[config.mk]
export PLATFORM = sky130hd
export DESIGN_NAME = fetch_flat
export DESIGN_NICKNAME = d
export VERILOG_FILES = /design/src/rtl/fetch_pkg.sv /design/src/rtl/fetch_if.sv /design/src/rtl/fetch_hold_buf.sv /design/src/rtl/fetch.sv /design/src/flat_wrapper.sv
export SDC_FILE = /design/constraint.sdc
export NUM_CORES = 1
export LEC_CHECK = 0
export CAP_MARGIN = 25
export CORE_ASPECT_RATIO = 0.5
export CORE_MARGIN = 1
export CORE_UTILIZATION = 28
export DETAILED_ROUTE_END_ITERATION = 8
export GPL_TIMING_DRIVEN = 0
export HOLD_SLACK_MARGIN = 0.02
export PLACE_DENSITY = 0.53
export REMOVE_ABC_BUFFERS = 1
export SETUP_SLACK_MARGIN = 0.02
export SYNTH_ARGS = -nofsm -noshare
export SYNTH_HDL_FRONTEND = slang
export SYNTH_HIERARCHICAL = 1
export SYNTH_SLANG_ARGS = --single-unit
[constraint.sdc]
create_clock -name clk -period 6.15 [get_ports clk]
set_input_delay 0.9225 -clock clk [delete_from_list [all_inputs] [get_ports clk]]
set_output_delay 0.9225 -clock clk [all_outputs]
set_load 0.005 [all_outputs]
[src/rtl/fetch_pkg.sv]
// Shared definitions for the instruction-fetch stage: FSM states, the IF/ID
// payload record, the bubble encoding and the word-alignment helper.
package fetch_pkg;

    // Fetch FSM: issue a request, wait for the response, or hold it while decode stalls.
    typedef enum logic [1:0] {
        ISSUE = 2'd0,
        WAIT  = 2'd1,
        HOLD  = 2'd2
    } fetch_state_e;

    // PC value that marks an IF/ID slot as a bubble.
    localparam logic [31:0] BUBBLE_PC = 32'hffffffff;

    // addi x0,x0,0
    localparam logic [31:0] NOP_ENCODING = 32'h00000013;

    // One IF/ID entry: instruction address and instruction word.
    typedef struct packed {
        logic [31:0] pc;
        logic [31:0] ins;
    } if_id_t;

    // Clears the byte-offset bits so every fetch address is a word address.
    function automatic logic [31:0] word_align(input logic [31:0] addr);
        return addr & 32'hffff_fffc;
    endfunction

endpackage

[src/rtl/fetch_if.sv]
// Instruction-memory request/response channel between fetch (master) and
// instruction memory (slave). One request strobe, one response strobe.
interface fetch_if;

    logic        imem_req;
    logic [31:0] imem_addr;
    logic        imem_valid;
    logic [31:0] imem_rdata;

    modport master (
        output imem_req,
        output imem_addr,
        input  imem_valid,
        input  imem_rdata
    );

    modport slave (
        input  imem_req,
        input  imem_addr,
        output imem_valid,
        output imem_rdata
    );

endinterface

[src/rtl/fetch_hold_buf.sv]
// One-entry {pc, ins} buffer that parks a fetched instruction while decode
// is stalled. clear wins over load.
module fetch_hold_buf
    import fetch_pkg::*;
(
    input  logic   clk,
    input  logic   rst_n,
    input  logic   load,
    input  logic   clear,
    input  if_id_t load_data,
    output logic   valid,
    output if_id_t data
);

    logic   valid_d, valid_q;
    if_id_t data_d, data_q;

    // Next-state for the occupancy flag and payload.
    // NOTE: every signal assigned in an always_comb gets a default first; a path that leaves one unassigned infers a latch.
    always_comb begin
        valid_d = valid_q;
        data_d  = data_q;
        if (clear) begin
            valid_d = 1'b0;
        end else if (load) begin
            valid_d = 1'b1;
            data_d  = load_data;
        end
    end

    // Occupancy flag register.
    // NOTE: sequential state uses non-blocking assignments so every flop samples pre-edge values regardless of block order.
    always_ff @(posedge clk or negedge rst_n) begin
        if (!rst_n) begin
            valid_q <= 1'b0;
        end else begin
            valid_q <= valid_d;
        end
    end

    // Payload register.
    // NOTE: the payload has no reset; it is only observed while valid_q is set, so resetting it would buy nothing.
    always_ff @(posedge clk) begin
        data_q <= data_d;
    end

    assign valid = valid_q;
    assign data  = data_q;

endmodule

[src/rtl/fetch.sv]
// Instruction-fetch stage: owns the fetch PC, keeps at most one instruction
// memory request outstanding, drives the IF/ID register, freezes on a decode
// hazard and redirects on pipe_flush.
// Build option: FETCH_MISALIGN_CHECK_EN adds the sticky fetch_misaligned
// output and halts fetch after a flush to a non-word-aligned target.
module fetch
    import fetch_pkg::*;
#(
    parameter logic [31:0] RESET_PC = 32'h00000000,
    parameter logic [31:0] NOP_INS  = NOP_ENCODING
) (
    input  logic        clk,
    input  logic        rst_n,
    input  logic        pipe_flush,
    input  logic [31:0] jump_target,
    input  logic        data_hazard,
    fetch_if.master     imem,
    output logic [31:0] if_id__pc,
    output logic [31:0] if_id__ins
`ifdef FETCH_MISALIGN_CHECK_EN
    ,
    output logic        fetch_misaligned
`endif
);

    localparam if_id_t BUBBLE = '{pc: BUBBLE_PC, ins: NOP_INS};

    fetch_state_e state_d, state_q;
    logic [31:0]  pc_d, pc_q;
    logic         drop_d, drop_q;
    if_id_t       if_id_d, if_id_q;

    logic         hold_load, hold_clear, hold_valid;
    if_id_t       hold_data;
    if_id_t       fetched;
    logic         issue_req;
    logic         halted;

`ifdef FETCH_MISALIGN_CHECK_EN
    logic misaligned_d, misaligned_q;

    assign halted = misaligned_q;

    // Sticky flag: set by any flush to a target with a byte offset.
    always_comb begin
        misaligned_d = misaligned_q;
        if (pipe_flush && (jump_target[1:0] != 2'b00)) begin
            misaligned_d = 1'b1;
        end
    end

    // Misalignment flag register.
    always_ff @(posedge clk or negedge rst_n) begin
        if (!rst_n) begin
            misaligned_q <= 1'b0;
        end else begin
            misaligned_q <= misaligned_d;
        end
    end

    assign fetch_misaligned = misaligned_q;
`else
    assign halted = 1'b0;
`endif

    fetch_hold_buf u_hold_buf (
        .clk       (clk),
        .rst_n     (rst_n),
        .load      (hold_load),
        .clear     (hold_clear),
        .load_data (fetched),
        .valid     (hold_valid),
        .data      (hold_data)
    );

    // A request goes out only from ISSUE with nowhere-blocked decode, never in
    // the redirect cycle itself, and never while reset is held.
    assign issue_req = rst_n && (state_q == ISSUE) && !hold_valid && !data_hazard
                       && !pipe_flush && !halted;

    assign fetched = '{pc: pc_q, ins: imem.imem_rdata};

    // Next-state, PC and IF/ID update; a flush overrides everything else.
    always_comb begin
        state_d    = state_q;
        pc_d       = pc_q;
        drop_d     = drop_q;
        if_id_d    = if_id_q;
        hold_load  = 1'b0;
        hold_clear = 1'b0;

        if (pipe_flush) begin
            pc_d       = word_align(jump_target);
            if_id_d    = BUBBLE;
            hold_clear = 1'b1;
            if ((state_q == WAIT) && !imem.imem_valid) begin
                // Response still in flight: wait for it, then throw it away.
                state_d = WAIT;
                drop_d  = 1'b1;
            end else begin
                state_d = ISSUE;
                drop_d  = 1'b0;
            end
        end else begin
            // With decode free and nothing new to present, decode sees a bubble.
            if (!data_hazard) begin
                if_id_d = BUBBLE;
            end
            case (state_q)
                ISSUE: begin
                    if (issue_req) begin
                        state_d = WAIT;
                    end
                end
                WAIT: begin
                    if (imem.imem_valid) begin
                        state_d = ISSUE;
                        if (drop_q) begin
                            drop_d = 1'b0;
                        end else if (data_hazard) begin
                            hold_load = 1'b1;
                            state_d   = HOLD;
                        end else begin
                            if_id_d = fetched;
                            pc_d    = pc_q + 32'd4;
                        end
                    end
                end
                HOLD: begin
                    if (!data_hazard) begin
                        if_id_d    = hold_data;
                        pc_d       = pc_q + 32'd4;
                        hold_clear = 1'b1;
                        state_d    = ISSUE;
                    end
                end
                default: begin
                    state_d = ISSUE;
                end
            endcase
        end
    end

    // FSM, fetch PC, drop flag and IF/ID pipeline register.
    always_ff @(posedge clk or negedge rst_n) begin
        if (!rst_n) begin
            state_q <= ISSUE;
            pc_q    <= RESET_PC;
            drop_q  <= 1'b0;
            if_id_q <= BUBBLE;
        end else begin
            state_q <= state_d;
            pc_q    <= pc_d;
            drop_q  <= drop_d;
            if_id_q <= if_id_d;
        end
    end

    assign imem.imem_req  = issue_req;
    assign imem.imem_addr = pc_q;
    assign if_id__pc      = if_id_q.pc;
    assign if_id__ins     = if_id_q.ins;

endmodule

[src/flat_wrapper.sv]
// flat-port wrapper written by rule: the top's interface ports become plain ports
module fetch_flat import fetch_pkg::*;
#(
    parameter logic [31:0] RESET_PC = 32'h00000000,
    parameter logic [31:0] NOP_INS  = NOP_ENCODING
)
  (clk, rst_n, pipe_flush, jump_target, data_hazard, if_id__pc, if_id__ins, imem_imem_req, imem_imem_addr, imem_imem_valid, imem_imem_rdata);
  fetch_if imem_i ();
  input  logic clk;
  input  logic rst_n;
  input  logic pipe_flush;
  input  logic [31:0] jump_target;
  input  logic data_hazard;
  output logic [31:0] if_id__pc;
  output logic [31:0] if_id__ins;
  output wire logic [$bits(imem_i.imem_req)-1:0] imem_imem_req;
  output wire logic [$bits(imem_i.imem_addr)-1:0] imem_imem_addr;
  input wire logic [$bits(imem_i.imem_valid)-1:0] imem_imem_valid;
  input wire logic [$bits(imem_i.imem_rdata)-1:0] imem_imem_rdata;
  assign imem_imem_req = imem_i.imem_req;
  assign imem_imem_addr = imem_i.imem_addr;
  assign imem_i.imem_valid = imem_imem_valid;
  assign imem_i.imem_rdata = imem_imem_rdata;
  fetch #(.RESET_PC(RESET_PC), .NOP_INS(NOP_INS)) u_core (.clk(clk), .rst_n(rst_n), .pipe_flush(pipe_flush), .jump_target(jump_target), .data_hazard(data_hazard), .imem(imem_i), .if_id__pc(if_id__pc), .if_id__ins(if_id__ins));
endmodule
==> reports/results.txt, run 1 <==
Layout cells sized above 1: 12.1%
Final setup margin: 2550 ps
Row count: 40
Commonest non-fill, non-tap cell in the layout: clkdlybuf4s50_1
Wire length of the first global-routing pass: 32,000 um
DRT Pass-1 Iters: 4
Detailed Place HPWL: 13,100 um
Critical Path RT: 6290 ps
Fin Hold WS: 494 ps
Gp weighted congestion: 0.745
Vias per cell: 4.74
Die height: 115 um
CP Max Fanout: 36
Final Critical Period: 3600 ps
Pleak: 3.53 nW
Crit path DAT: 3740 ps
Synthesized cell area: 0.00713 sq mm
CTS clk-pin slew, worst paths: 60 ps
TNS Setup: 0 ps
Slowest CP cell: clkdlybuf4s50_1
Pin count of the biggest net entering global routing: 77
Max VDD drop: 0.000231 V
Fin nets: 875
Via count: 5,450
Final WL: 20,500 um
Asr flop ratio synth: 60.5%
Run status: finished, final reports clean
Peak Freq: 278 MHz
Post-CTS Setup Bufs: 0
PortBufs: 161
# diodes: 0
Root cell of the clock tree: clkbuf_16
Worst hold path class: flop to flop
Rel. slew slack: 40.8%
CTS Buffer Depth: 2
Post-CTS sizing: 0
Synth unique cells: 47
RSZ-0062 raised after global routing: false
CP peak stage delay: 870 ps
ANT nets after route: 0
Clock Skews: 8.86 ps
Nature of the critical path endpoint: flop
Vias in the first global route: 5,485
Pre-CTS WS: 2080 ps
Clock latency on the worst-skew pair: 440 ps
Most frequent CP cell: buf_16
#FFs+latches synth: 162
Fin crit share: 58.6%
Initial antenna violation count: 0
Crit path kind: input port to flop
Avg Inst Size Synth: 10.8 sq um
Num ports: 166
Clock buffer count from CTS: 17
CTS tree: done
Dominant register cell in the synthesized netlist: edfxtp_1
DR iter-0 viols: 357
Core area: 0.0245 sq mm
PwrDens: 361 mW/mm^2
Die area: 0.0261 sq mm
H-tree Lvls: 4
Final Hold Fails: 0
Commonest non-fill, non-tap cells in the layout: clkdlybuf4s50_1 (159), nor2_1 (107), nand2_1 (70), edfxtp_1 (64), dfrtp_1 (63)
Starting Density: 29.1%
Synth warn: 6
Area growth from synthesis to layout: 38.1%
Die Width: 228 um
Cts hold-fix bufs: 0
CP cell instances: clkdlybuf4s50_1 -> nand2b_2 -> nor2_1 -> nor2b_4 -> buf_16 -> buf_16
Remaining DRCs: 0
GR Util All Layers: 16.2%
DR WL/cell: 17.8 um
Sequential share of the synthesized area: 62.0%
Clock Sinks: 162
Final Max Tran Viols: 0
Startpoint types: input port
EDFF count, synth: 64
GRT Residual Overflow: 0
Endpoints failing setup: 0
Number of max-cap violations: 0
Syn Inst Count: 659
Worst-Margin Slew: 887 ps
power by group:
part	total, mW	internal (mW)	switching (mW)
Sequential	1.44	1.33	0.107
Combinational	0.929	0.434	0.494
Clock	1.18	0.731	0.451
Total	3.55	2.50	1.05
metrics by stage:
stage	instance area, sq um	power (mW)	instances	util (%)
floorplan	6930	1.83	613	-
global placement	8960	2.35	1110	36.6
detailed placement	9200	2.41	1119	37.6
CTS	9840	3.60	1151	40.2
global route	9840	3.74	1151	40.2
finish	9840	3.55	1151	40.2
cell type report:
class / count / area (sq um)
clock buffers: 19 / 443
clock inverters: 13 / 203
fillers: 2370 / 14600
inverters: 7 / 26.3
multi-input cells: 444 / 2520
flip-flops and latches: 162 / 4420
well taps: 336 / 420
repair buffers: 170 / 1810
routing by layer:
metal / vias up / routed length, um / part of all wire (%) / GRT usage, %
li1: 2621 / - / - / -
met1: 2715 / 9330 / 46 / 21.4
met2: 103 / 10000 / 49 / 26.4
met3: 11 / 922 / 4.5 / 4.19
met4: 0 / 220 / 1.1 / 4.79
met5: - / 0 / 0 / 0
critical path, delay by kind of cell:
family	cells	cell delay (ps)
buffers and inverters	3	1270
and+or+nand+nor	3	1520
cell usage after synthesis, types with 7 or more instances:
cell type / number / area, sq um
nand2_1: 71 / 267
nand3_1: 11 / 55.1
nor2_1: 108 / 405
dfrtp_1: 63 / 1580
inv_1: 7 / 26.3
clkbuf_1: 34 / 128
dfstp_2: 35 / 920
o21ai_0: 48 / 240
a31oi_1: 33 / 206
xor2_1: 12 / 105
nand4_1: 10 / 62.6
o21ai_1: 16 / 80.1
xnor2_1: 16 / 140
a22oi_1: 30 / 225
buf_2: 11 / 55.1
edfxtp_1: 64 / 1920
a21oi_1: 36 / 180
cells by family (layout without fill, tap and decap cells):
group                      after synthesis  after routing  synth area share [%]
adders and majority gates                4              4                 0.702
and+or+nand+nor                        231            231                  14.9
AOI/OAI and AO/OA                      173            173                  14.9
xor gates and xnor gates                28             28                  3.44
buffers and inverters                   56            209                  3.35
DFF                                    162            162                  62.0
muxes                                    4              4                 0.597
other                                    1              4                0.0526
worst paths after layout:
path                       cells after the start  slack (ps)                                 from                                    end
setup / recovery                               6        2550                          data_hazard   u_core/u_hold_buf/data[30]$_DFFE_PP_
hold / removal                                 1         490  u_core/u_hold_buf/valid$_DFFE_PN0P_    u_core/u_hold_buf/valid$_DFFE_PN0P_
setup reg to reg                               8        3180        u_core/state_q[1]$_DFFE_PN0P_  u_core/imem.imem_addr[29]$_DFFE_PN0P_
hold reg to reg                                1         490  u_core/u_hold_buf/valid$_DFFE_PN0P_    u_core/u_hold_buf/valid$_DFFE_PN0P_
max in group asynchronous                      2        4790                                rst_n         u_core/if_id__ins[0]$_DFF_PN1_
min in group asynchronous                      1         600                                rst_n   u_core/imem.imem_addr[5]$_DFFE_PN0P_
registers in the layout (all words and copies together) (netlist names):
register / count
u_core/drop_q: 1
u_core/state_q: 2
u_core/imem.imem_addr: 30
u_core/if_id__pc: 32
u_core/u_hold_buf/valid: 1
u_core/u_hold_buf/data: 64
u_core/if_id__ins: 32
Note: power is estimated with default switching activity, not from simulation.
==> run 2, diff against run 1 <==
- PLACE_DENSITY: 0.53 -> 0.55
- clock period: 6.15 -> 3.2 ns (I/O delays scaled with it)
==> reports/results.txt, run 2 (synthesis gave the netlist of run 1 again) <==
Die height: 115 um (unchanged)
Pleak: 3.48 nW (was 3.53 nW)
Worst-Margin Slew: 860 ps (was 887 ps)
Max VDD drop: 0.000384 V (was 0.000231 V)
Clock Skews: 7.70 ps (was 8.86 ps)
Die area: 0.0261 sq mm (unchanged)
Final core occ: 39.8% (was 40.2%)
Bufs and invs on worst path: 1 (was 3)
Worst r2r src: u_core/state_q[0]$_DFFE_PN0P_ (was u_core/state_q[1]$_DFFE_PN0P_)
Clock latency on the worst-skew pair: 430 ps (was 440 ps)
CTS Buffer Depth: 2 (unchanged)
CP peak stage delay: 760 ps (was 870 ps)
Number of max-cap violations: 0 (unchanged)
Area occupied by multi-input gates: 0.00254 sq mm (was 0.00252 sq mm)
Die Width: 228 um (unchanged)
DRT Pass-1 Iters: 5 (was 4)
Slowest CP cell: ha_2 (was clkdlybuf4s50_1)
Fin crit share: 92.4%
Commonest non-fill, non-tap cell in the layout: clkdlybuf4s50_1 (unchanged)
Crit path DAT: 3270 ps (was 3740 ps)
Final setup margin: 242 ps (was 2550 ps)
Detailed Place HPWL: 13,200 um (was 13,100 um)
Num ports: 166 (unchanged)
Nature of the critical path endpoint: flop (unchanged)
Fin nets: 876 (was 875)
Worst hold path class: input port to async pin (was flop to flop)
Critical Path RT: 3510 ps (was 6290 ps)
CTS clk-pin slew, worst paths: 70 ps (was 60 ps)
Row count: 40 (unchanged)
DR iter-0 viols: 348 (was 357)
Cts hold-fix bufs: 0 (unchanged)
Pre-CTS WS: -507 ps (was 2080 ps)
Layout fillers: 2,368 (was 2,370)
Total chip power: 6.49 mW (was 3.55 mW)
GRT Residual Overflow: 0 (unchanged)
Area growth from synthesis to layout: 36.7% (was 38.1%)
CP Max Fanout: 35 (was 36)
PortBufs: 161 (unchanged)
Register Area: 0.00442 sq mm (unchanged)
Final WL: 20,900 um (was 20,500 um)
Via count: 5,526 (was 5,450)
Endpoints failing setup: 0 (unchanged)
Met1 wire length: 9280 um (was 9330 um)
CP cell instances: inv_1 -> ha_2 -> nand2b_2 -> a2111oi_4 -> nand4_1 -> xnor2_1 -> mux2_2 (was clkdlybuf4s50_1 -> nand2b_2 -> nor2_1 -> nor2b_4 -> buf_16 -> buf_16)
Pin count of the biggest net entering global routing: 61 (was 77)
Commonest non-fill, non-tap cells in the layout: clkdlybuf4s50_1 (159), nor2_1 (107), nand2_1 (70), edfxtp_1 (64), dfrtp_1 (63) (unchanged)
Run status: finished, final reports clean (unchanged)
Gp weighted congestion: 0.740 (was 0.745)
Top routing layer used: met4 (unchanged)
H-tree Lvls: 4 (unchanged)
Starting Density: 29.1% (unchanged)
Vias per cell: 4.80 (was 4.74)
Clock Sinks: 162 (unchanged)
Final Critical Period: 2960 ps
Initial antenna violation count: 0 (unchanged)
Peak Freq: 338 MHz
Wire length of the first global-routing pass: 32,300 um (was 32,000 um)
PwrDens: 666 mW/mm^2 (was 361 mW/mm^2)
Critical path launch point: u_core/state_q[0]$_DFFE_PN0P_ (was data_hazard)
DR WL/cell: 18.1 um (was 17.8 um)
Remaining DRCs: 0 (unchanged)
GR Util All Layers: 16.3% (was 16.2%)
Final Max Tran Viols: 0 (unchanged)
Delay-heaviest family, CP: adder cells (was simple AND/OR/NAND/NOR gates)
Vias in the first global route: 5,716 (was 5,485)
Core area: 0.0245 sq mm (unchanged)
WL met3: 679 um (was 922 um)
Clock buffer count from CTS: 17 (unchanged)
CTS tree: done (unchanged)
Root cell of the clock tree: clkbuf_16 (unchanged)
TNS Setup: 0 ps (unchanged)
Rel. slew slack: 42.7% (was 40.8%)
Max FFs per register: 64 (unchanged)
Fin Hold WS: 28.8 ps (was 494 ps)
Startpoint types: flop (was input port)
RSZ-0062 raised after global routing: false (unchanged)
Crit path kind: flop to flop (was input port to flop)
ANT nets after route: 0 (unchanged)
Layout cells sized above 1: 12.6% (was 12.1%)
Final Hold Fails: 0 (unchanged)
# diodes: 0 (unchanged)
Metal2 WL: 10,700 um (was 10,000 um)
==> run 2: cell types whose count changed in the layout (fill, tap and decap cells not counted), moves of 2 or more <==
cell        change
clkinv_4        +2
clkinv_1        -2
clkinvlp_4      +2
clkinv_2        +3
inv_8           +2
bufinv_16       -5
==> run 2: report_power, final <==
group          leakage (nW)  internal, mW  switching [mW]  total [mW]
combinational          1.45         0.837           0.974        1.81
clock                 0.260          1.02           0.890        1.91
sequential             1.77          2.56           0.203        2.76
==> run 2: metal layers <==
metal / vias to the layer above / global-route usage (%)
li1: 2618 / -
met1: 2801 / 20.3
met2: 88 / 28.5
met3: 19 / 3.37
met4: 0 / 5.32
met5: - / 0
==> run 2: per-stage QoR <==
stage,area (sq um),cells
after floorplan,6930,613
after global placement,8960,1110
after detailed placement,9170,1118
after CTS,9720,1151
after global routing,9740,1152
final,9740,1152
==> run 2: layout make-up <==
| type | instances | share of cell area, % |
|---|---|---|
| Inverter | 7 | 0.270 |
| Sequential cell | 162 | 45.3 |
| Clock buffer | 18 | 4.51 |
| Multi-Input combinational cell | 446 | 26.1 |
| Tap cell | 336 | 4.31 |
| Timing Repair Buffer | 169 | 18.4 |
| Clock inverter | 14 | 1.09 |
==> run 2: path summary, 6_finish.rpt <==
kind / to / slack [ps] / cells past startpoint
max in group asynchronous: u_core/if_id__pc[10]$_DFF_PN1_ / 2480 / 2
max reg2reg: u_core/imem.imem_addr[28]$_DFFE_PN0P_ / 240 / 7
max: u_core/imem.imem_addr[28]$_DFFE_PN0P_ / 240 / 7
min reg2reg: u_core/u_hold_buf/valid$_DFFE_PN0P_ / 490 / 1
min in group clk: u_core/u_hold_buf/valid$_DFFE_PN0P_ / 490 / 1
min: u_core/imem.imem_addr[2]$_DFFE_PN0P_ / 30 / 1
==> run 2: worst reg2reg max path: cells and delay by family, from the launching register on <==
family                     cells  cell delay, ps
AOI/OAI and AO/OA              1             700
xor gates and xnor gates       1             170
adders and majority gates      1             760
buffers and inverters          1              90
DFF                            1             400
muxes                          1             260
and+or+nand+nor                2             470
==> run 2: what timing repair did <==
| action | in CTS | in global routing |
|---|---|---|
| resized for setup | 0 | 3 |
| setup endpoints to repair | 44 | 72 |
| buffers inserted | 0 | 0 |
| cloned | 1 | 1 |
| endpoints found under the hold margin | 0 | 0 |
==> run 3, diff against run 2 <==
- CTS_BUF_LIST: not set -> sky130_fd_sc_hd__clkbuf_4 sky130_fd_sc_hd__clkbuf_8
==> reports/results.txt, run 3 (synthesis gave the netlist of run 1 again) <==
Run status: finished, final reports clean (unchanged)
GR Util All Layers: 16.2% (was 16.3%)
Vias in the first global route: 5,677 (was 5,716)
Crit path DAT: 3200 ps (was 3270 ps)
Placed cell areas: 0.00917 sq mm (unchanged)
RSZ-0062 raised after global routing: true (was false)
Worst-Margin Slew: 859 ps (was 860 ps)
Area growth from synthesis to layout: 34.4% (was 36.7%)
Remaining DRCs: 0 (unchanged)
Startpoint types: input port (was flop)
Final Critical Period: 3020 ps (was 2960 ps)
CTS tree: done (unchanged)
Peak Freq: 331 MHz (was 338 MHz)
Via count: 5,541 (was 5,526)
Fin crit share: 94.5% (was 92.4%)
ANT nets after route: 0 (unchanged)
Final Hold Fails: 0 (unchanged)
DR iter-0 viols: 370 (was 348)
Worst-case reg-to-reg path depth: 7 (unchanged)
Die height: 115 um (unchanged)
Wire length of the first global-routing pass: 32,000 um (was 32,300 um)
Core area: 0.0245 sq mm (unchanged)
TNS Setup: 0 ps (unchanged)
Pin count of the biggest net entering global routing: 61 (unchanged)
CTS clk-pin slew, worst paths: 100 ps (was 70 ps)
Final core occ: 39.2% (was 39.8%)
Critical path launch point: data_hazard (was u_core/state_q[0]$_DFFE_PN0P_)
Num ports: 166 (unchanged)
Total internal power: 3.96 mW (was 4.42 mW)
Clock Skews: 9.68 ps (was 7.70 ps)
Finished Cell Area: 0.00958 sq mm (was 0.00974 sq mm)
CTS Buffer Depth: 2 (unchanged)
Max VDD drop: 0.000297 V (was 0.000384 V)
Commonest non-fill, non-tap cell in the layout: clkdlybuf4s50_1 (unchanged)
Die Width: 228 um (unchanged)
Critical Path RT: 3370 ps (was 3510 ps)
Final Max Tran Viols: 0 (unchanged)
CP Max Fanout: 36 (was 35)
Max FFs per register: 64 (unchanged)
Fin nets: 878 (was 876)
Combinational Power Share: 30.4% (was 27.9%)
Post-CTS Setup Bufs: 0 (unchanged)
Clock buffer count from CTS: 17 (unchanged)
PwrDens: 624 mW/mm^2 (was 666 mW/mm^2)
Nature of the critical path endpoint: flop (unchanged)
Clock power share: 23.4% (was 29.5%)
GRT Residual Overflow: 0 (unchanged)
Worst r2r src: u_core/state_q[0]$_DFFE_PN0P_ (unchanged)
PortBufs: 161 (unchanged)
Final setup margin: 176 ps (was 242 ps)
Vias per cell: 4.80 (about the same)
Pre-CTS WS: -507 ps (unchanged)
Number of max-cap violations: 0 (unchanged)
Endpoints failing setup: 0 (unchanged)
Die area: 0.0261 sq mm (unchanged)
Root cell of the clock tree: clkbuf_8 (was clkbuf_16)
Pleak: 3.40 nW (was 3.48 nW)
Register share of total power: 46.1% (was 42.6%)
Layout cells sized above 1: 12.7% (was 12.6%)
Worst hold path class: input port to async pin (unchanged)
DR WL/cell: 18.3 um (was 18.1 um)
Total chip power: 5.98 mW (was 6.49 mW)
# diodes: 0 (unchanged)
H-tree Lvls: 4 (unchanged)
Rel. slew slack: 42.7% (about the same)
Detailed Place HPWL: 13,200 um (unchanged)
Starting Density: 29.1% (unchanged)
NetSw: 2.02 mW (was 2.07 mW)
Final WL: 21,200 um (was 20,900 um)
Clock Sinks: 162 (unchanged)
Row count: 40 (unchanged)
Crit path kind: input port to flop (was flop to flop)
Commonest non-fill, non-tap cells in the layout: clkdlybuf4s50_1 (159), nor2_1 (107), nand2_1 (70), edfxtp_1 (64), dfrtp_1 (63) (unchanged)
Switch share: 33.7% (was 31.9%)
Clock latency on the worst-skew pair: 470 ps (was 430 ps)
Gp weighted congestion: 0.740 (unchanged)
Initial antenna violation count: 0 (unchanged)
DRT Pass-1 Iters: 5 (unchanged)
## run 3: cell count changes in the layout (fill, tap and decap cells not counted)
| cell | delta |
|---|---|
| clkbuf_8 | +17 |
| nand2b_2 | +1 |
| dlygate4sd3_1 | +1 |
| nand2b_4 | -1 |
| buf_12 | +1 |
| nor2b_2 | -1 |
| nor2b_4 | +1 |
| clkbuf_16 | -17 |
## run 3: power groups by stage
stage          Clock (mW)  Sequential, mW  Combinational, mW
2_1_floorplan           0            2.79              0.725
3_3_place_gp            0            2.81               1.68
3_5_place_dp            0            2.81               1.82
4_1_cts              1.46            2.76               1.82
5_1_grt              1.54            2.80               2.00
6_report             1.40            2.76               1.82
## run 3: metal layers
layer	global-route usage, %	part of all wire [%]	vias up
li1	-	-	2619
met1	20.1	44	2793
met5	0	0	-
met2	28.3	51	109
met3	3.45	3.4	20
met4	5.01	1.1	0
## run 3: per-stage QoR
stage               cells  hold slack [ps]
finish               1154              149
global route         1154              143
CTS                  1150              114
detailed placement   1118              484
global placement     1110              464
floorplan             613              184
## run 3: path summary, 6_finish.rpt
path | endpoint | slack, ps
setup / recovery | u_core/u_hold_buf/data[62]$_DFFE_PP_ | 180
hold / removal | u_core/if_id__pc[6]$_DFF_PN1_ | 150
setup reg to reg | u_core/imem.imem_addr[28]$_DFFE_PN0P_ | 260
hold reg to reg | u_core/if_id__pc[11]$_DFF_PN1_ | 500
max in group asynchronous | u_core/imem.imem_addr[27]$_DFFE_PN0P_ | 2110
min in group clk | u_core/imem.imem_addr[7]$_DFFE_PN0P_ | 490
## run 3: final cells by class
cell class	count	area [sq um]
Fill cell	2401	14900
Sequential cell	162	4420
Multi-Input combinational cell	446	2540
Timing Repair Buffer	171	1820
Tap cell	336	420
Clock buffer	18	248
Clock inverter	14	106
Inverter	7	26.3
## run 3: worst max-delay path: stages
cell	delay, ps
clkdlybuf4s50_1	880
nand2b_2	630
nor2_1	400
nor2b_4	510
buf_12	270
## run 3: what timing repair did
action / in CTS / in global routing
resized for setup: 0 / 3
hold endpoints to repair: 0 / 9
hold buffers: 0 / 2
endpoints found under the setup margin: 0 / 70
==> edit 1, RTL diff (config.mk and constraints of run 3) <==
The 3 states of `fetch_state_e` get a one-hot encoding in 3 bits.
--- a/src/rtl/fetch_pkg.sv
+++ b/src/rtl/fetch_pkg.sv
@@ -3,10 +3,10 @@
 package fetch_pkg;
 
     // Fetch FSM: issue a request, wait for the response, or hold it while decode stalls.
-    typedef enum logic [1:0] {
-        ISSUE = 2'd0,
-        WAIT  = 2'd1,
-        HOLD  = 2'd2
+    typedef enum logic [2:0] {
+        ISSUE = 3'b001,
+        WAIT  = 3'b010,
+        HOLD  = 3'b100
     } fetch_state_e;
 
     // PC value that marks an IF/ID slot as a bubble.
Function: same outputs for any inputs over 4 cycles, from zero or initial values and one cycle with rst_n low; so few cycles prove little.
==> edit 1 against run 3 <==
Non-clock buffer count up 4; core utilization up 0.79 points; routed wire length down 8.8%; final area down 3.0%; die area down 4.9%; synthesized area down 5.0%; setup slack better by 0.081 ns; synthesized cell count down 13%; sequential cell count up 1; critical path type is now input port to output pin.
Power is not compared: it rests on default switching activity, and its combinational part moved more than twofold at a synthesized area within 25%.
==> edit 1: results (changes against run 3) <==
- Detailed Routing Iterations Pass 1: 6 (was 5)
- Synth unique cells: 49 (was 47)
- Area after DPL: 8830 um2 (was 9170 um2)
- Gpl congestion: 0.750 (was 0.740)
- Largest net degree at the start of global routing: 85 (was 61)
- Slew @ Worst Pin: 0.974 ns (was 0.859 ns)
- Commonest cells post-synth: nor2_1 (84), edfxtp_1 (64), dfrtp_1 (63) (was nor2_1 (108), nand2_1 (71), edfxtp_1 (64))
- Grt met2 use: 0.271 (was 0.283)
- Outcome: finished, final reports clean (unchanged)
- Area share of fa/ha/maj cells after synthesis: 0.00185 (was 0.00702)
- Top cells by area, synth: edfxtp_1 (28%), dfrtp_1 (23%), dfstp_2 (14%), nor2_1 (4.7%), a222oi_1 (3.3%) (was edfxtp_1 (27%), dfrtp_1 (22%), dfstp_2 (13%), nor2_1 (5.7%), nand2_1 (3.7%))
- Number of synthesized register bits: 163 (was 162)
- Vias/cell: 5.08 (was 4.80)
- Tot GR Track Use: 0.162 (about the same)
- Bufs w/o clock: 175 (was 171)
- Worst-path maximum fanout: 19 (was 36)
- Arrival time at the worst endpoint: 2.46 ns (was 3.20 ns)
- DP HPWL: 12700 um (was 13200 um)
- Comb_multi_in: 368 (was 446)
- Final Skew: 0.0155 ns (was 0.00968 ns)
- Hold slack: 0.0118 ns (was 0.149 ns)
- Vias in the first global route: 5403 (was 5677)
- Multiplexer area fraction after synthesis: 0.00314 (was 0.00597)
- Global-route wire length before repair: 31200 um (was 32000 um)
- Register area share after synthesis: 0.656 (was 0.620)
- Share of cells above drive strength 1: 0.130 (was 0.127)
- 1st-iter DRT viols: 376 (was 370)
- WL final: 19300 um (was 21200 um)
- Clock-cell share: 0.0439 (was 0.0370)
- Clkbuf count: 24 (was 18)
- Routed wl met3: 511 um (was 720 um)
- R2R depth: 5 (was 7)
- Reg2reg start: u_core/state_q[2]$_DFFE_PN0P_ (was u_core/state_q[0]$_DFFE_PN0P_)
- Synth Area in Compound Gates: 0.170 (was 0.149)
- Die span in x: 222 um (was 228 um)
- Mean post-synth cell area: 11.8 um2 (was 10.8 um2)
- Met3 Usage GRT: 0.0301 (was 0.0345)
- XOR/XNOR Fraction of Synth Area: 0.0103 (was 0.0344)
- Syn-to-layout area delta: 37.3% (was 34.4%)
- Multi-input combinational area share: 0.235 (was 0.266)
- GRT met1 Usage: 0.214 (was 0.201)
edit 1: power by group through the flow:
stage | clock network (mW) | logic [mW] | registers (mW)
after global placement | 0 | 0.351 | 2.34
after floorplan | 0 | 0.0985 | 2.32
after CTS | 1.61 | 0.377 | 2.30
after global routing | 1.70 | 0.405 | 2.31
after detailed placement | 0 | 0.376 | 2.34
final | 1.55 | 0.371 | 2.30
edit 1: cell families (layout without fill, tap and decap cells):
group,count (synthesis),count (layout)
simple gates,177,177
mux,2,2
compound gates,176,176
flops,163,163
other cells,1,4
buf+inv,45,210
fa+ha+maj,1,1
xor+xnor,8,8
edit 1: critical path: stages:
cell and delay [ns]:
dlygate4sd2_1 0.45, buf_16 0.27, nor2_1 0.13, nor4b_1 0.47, clkdlybuf4s50_1 0.65
edit 1: timing repair:
| item | CTS | global route |
|---|---|---|
| setup buffers | 2 | 0 |
| setup endpoints to repair | 58 | 60 |
| cloned | 0 | 0 |
| gates resized for setup | 1 | 1 |
| hold buffers | 1 | 0 |
| hold endpoints to repair | 16 | 0 |
==> edit 2, RTL diff (config.mk and constraints of run 3) <==
Without the edit above. Register the outputs `if_id__pc` and `if_id__ins`, with the module's reset; this adds one clock of latency there. The other outputs are not delayed to match.
--- a/src/rtl/fetch.sv
+++ b/src/rtl/fetch.sv
@@ -158,8 +158,15 @@
 
     assign imem.imem_req  = issue_req;
     assign imem.imem_addr = pc_q;
-    assign if_id__pc      = if_id_q.pc;
-    assign if_id__ins     = if_id_q.ins;
+    always_ff @(posedge clk or negedge rst_n) begin
+        if (!rst_n) begin
+            if_id__pc  <= '0;
+            if_id__ins <= '0;
+        end else begin
+            if_id__pc  <= if_id_q.pc;
+            if_id__ins <= if_id_q.ins;
+        end
+    end
 
 endmodule
 
Function: changed (a bounded check fails within 4 cycles, from zero or initial values and one cycle with rst_n low).
==> edit 2 against run 3 <==
Critical path depth rose by 1; final area is 23% higher; clock power up 91%; combinational power fell by 44%; sequential power grew 24%; setup slack better by 0.042 ns; power up 19%; core utilization decreased by 0.52 points; routed wire length increased by 13%; sequential cell count grew 64; synthesized area increased by 22%; critical path type is now input port to output pin.
==> edit 2: results (changes against run 3) <==
- Outcome: finished, final reports clean (unchanged)
- Reg2reg setup slack: 0.32 ns (was 0.26 ns)
- Asr flop ratio synth: 0.717 (was 0.605)
- Commonest cells post-synth: dfrtp_1 (127), nor2_1 (89), edfxtp_1 (64) (was nor2_1 (108), nand2_1 (71), edfxtp_1 (64))
- # nets final: 936 (was 878)
- Tot GR Track Use: 0.149 (was 0.162)
- Area after DPL: 10800 um2 (was 9170 um2)
- Total CTS buffers: 37 (was 17)
- Slew HR: 0.368 (was 0.427)
- Routed via count: 6375 (was 5541)
- Crit-path max cell delay: 0.56 ns (was 0.88 ns)
- Hold slack: 0.371 ns (was 0.149 ns)
- Global-route wire length before repair: 36700 um (was 32000 um)
- Max VDD drop: 0.225 mV (was 0.297 mV)
- Leakage Power: 4.44 nW (was 3.40 nW)
- Max Clk Rate: 335 MHz (was 331 MHz)
- Multiplexer area fraction after synthesis: 0.00115 (was 0.00597)
- Filler cells: 2935 (was 2401)
- CP max-delay cell: dlygate4sd3_1 (was clkdlybuf4s50_1)
- Synth unique cells: 48 (was 47)
- 1st-iter DRT viols: 418 (was 370)
- WL final: 23900 um (was 21200 um)
- Drt wl/cell: 18.5 um (was 18.3 um)
- Final Skew: 0.0320 ns (was 0.00968 ns)
- Crit-path leading delay family: buffers and inverters (was simple AND/OR/NAND/NOR gates)
- Worst r2r dst: u_core/imem.imem_addr[30]$_DFFE_PN0P_ (was u_core/imem.imem_addr[28]$_DFFE_PN0P_)
- Placed insts: 1217 (was 1118)
- Clock-pin transition on the worst setup and hold timing paths: 0.06 ns (was 0.10 ns)
- Area share of fa/ha/maj cells after synthesis: 0.00577 (was 0.00702)
- Share of cells above drive strength 1: 0.146 (was 0.127)
edit 2: changes by cell type after synthesis, sizes merged, moves of 21 or more:
| cell | before | now |
|---|---|---|
| a21oi | 37 | 8 |
| dfrtp | 63 | 127 |
| or4 | 0 | 21 |
| a31oi | 33 | 54 |
| a22o | 0 | 29 |
| nand2 | 71 | 49 |
edit 2: where the power goes:
part	leakage [nW]	internal [mW]	switching (mW)
sequential	2.49	3.26	0.160
combinational	1.53	0.501	0.524
clock	0.415	1.54	1.14
total	4.44	5.30	1.82
edit 2: repair_timing:
action / CTS / global route
hold buffers: 4 / 0
endpoints found under the setup margin: 86 / 61
pin swaps: 0 / 1
cloned: 0 / 1
gates resized for setup: 4 / 4
hold endpoints to repair: 32 / 0
edit 2: cell type report:
| type | count | area (um2) | area share |
|---|---|---|---|
| clock buffer | 61 | 696 | 0.0592 |
| timing repair buffer | 175 | 1910 | 0.163 |
| inverter | 7 | 28.8 | 0.00245 |
| sequential | 226 | 6020 | 0.512 |
| tap | 399 | 499 | 0.0425 |
| clock inverter | 6 | 85.1 | 0.00724 |
| multi-input combinational | 416 | 2500 | 0.213 |
| antenna | 1 | 2.50 | 0.000213 |
edit 2: per-stage QoR:
step / utilization / power (mW)
global route: 0.386 / 7.47
finish: 0.386 / 7.12
global placement: 0.348 / 4.41
CTS: 0.384 / 7.21
detailed placement: 0.356 / 4.47
floorplan: - / 3.81
edit 2: per-layer routing:
metal | vias up | GRT usage | wire, um | part of all wire
met1 | 3273 | 0.186 | 10100 | 0.42
li1 | 2919 | - | - | -
met5 | - | 0 | 0 | 0
met3 | 33 | 0.0316 | 1210 | 0.050
met4 | 0 | 0.0495 | 389 | 0.016
met2 | 150 | 0.257 | 12200 | 0.51
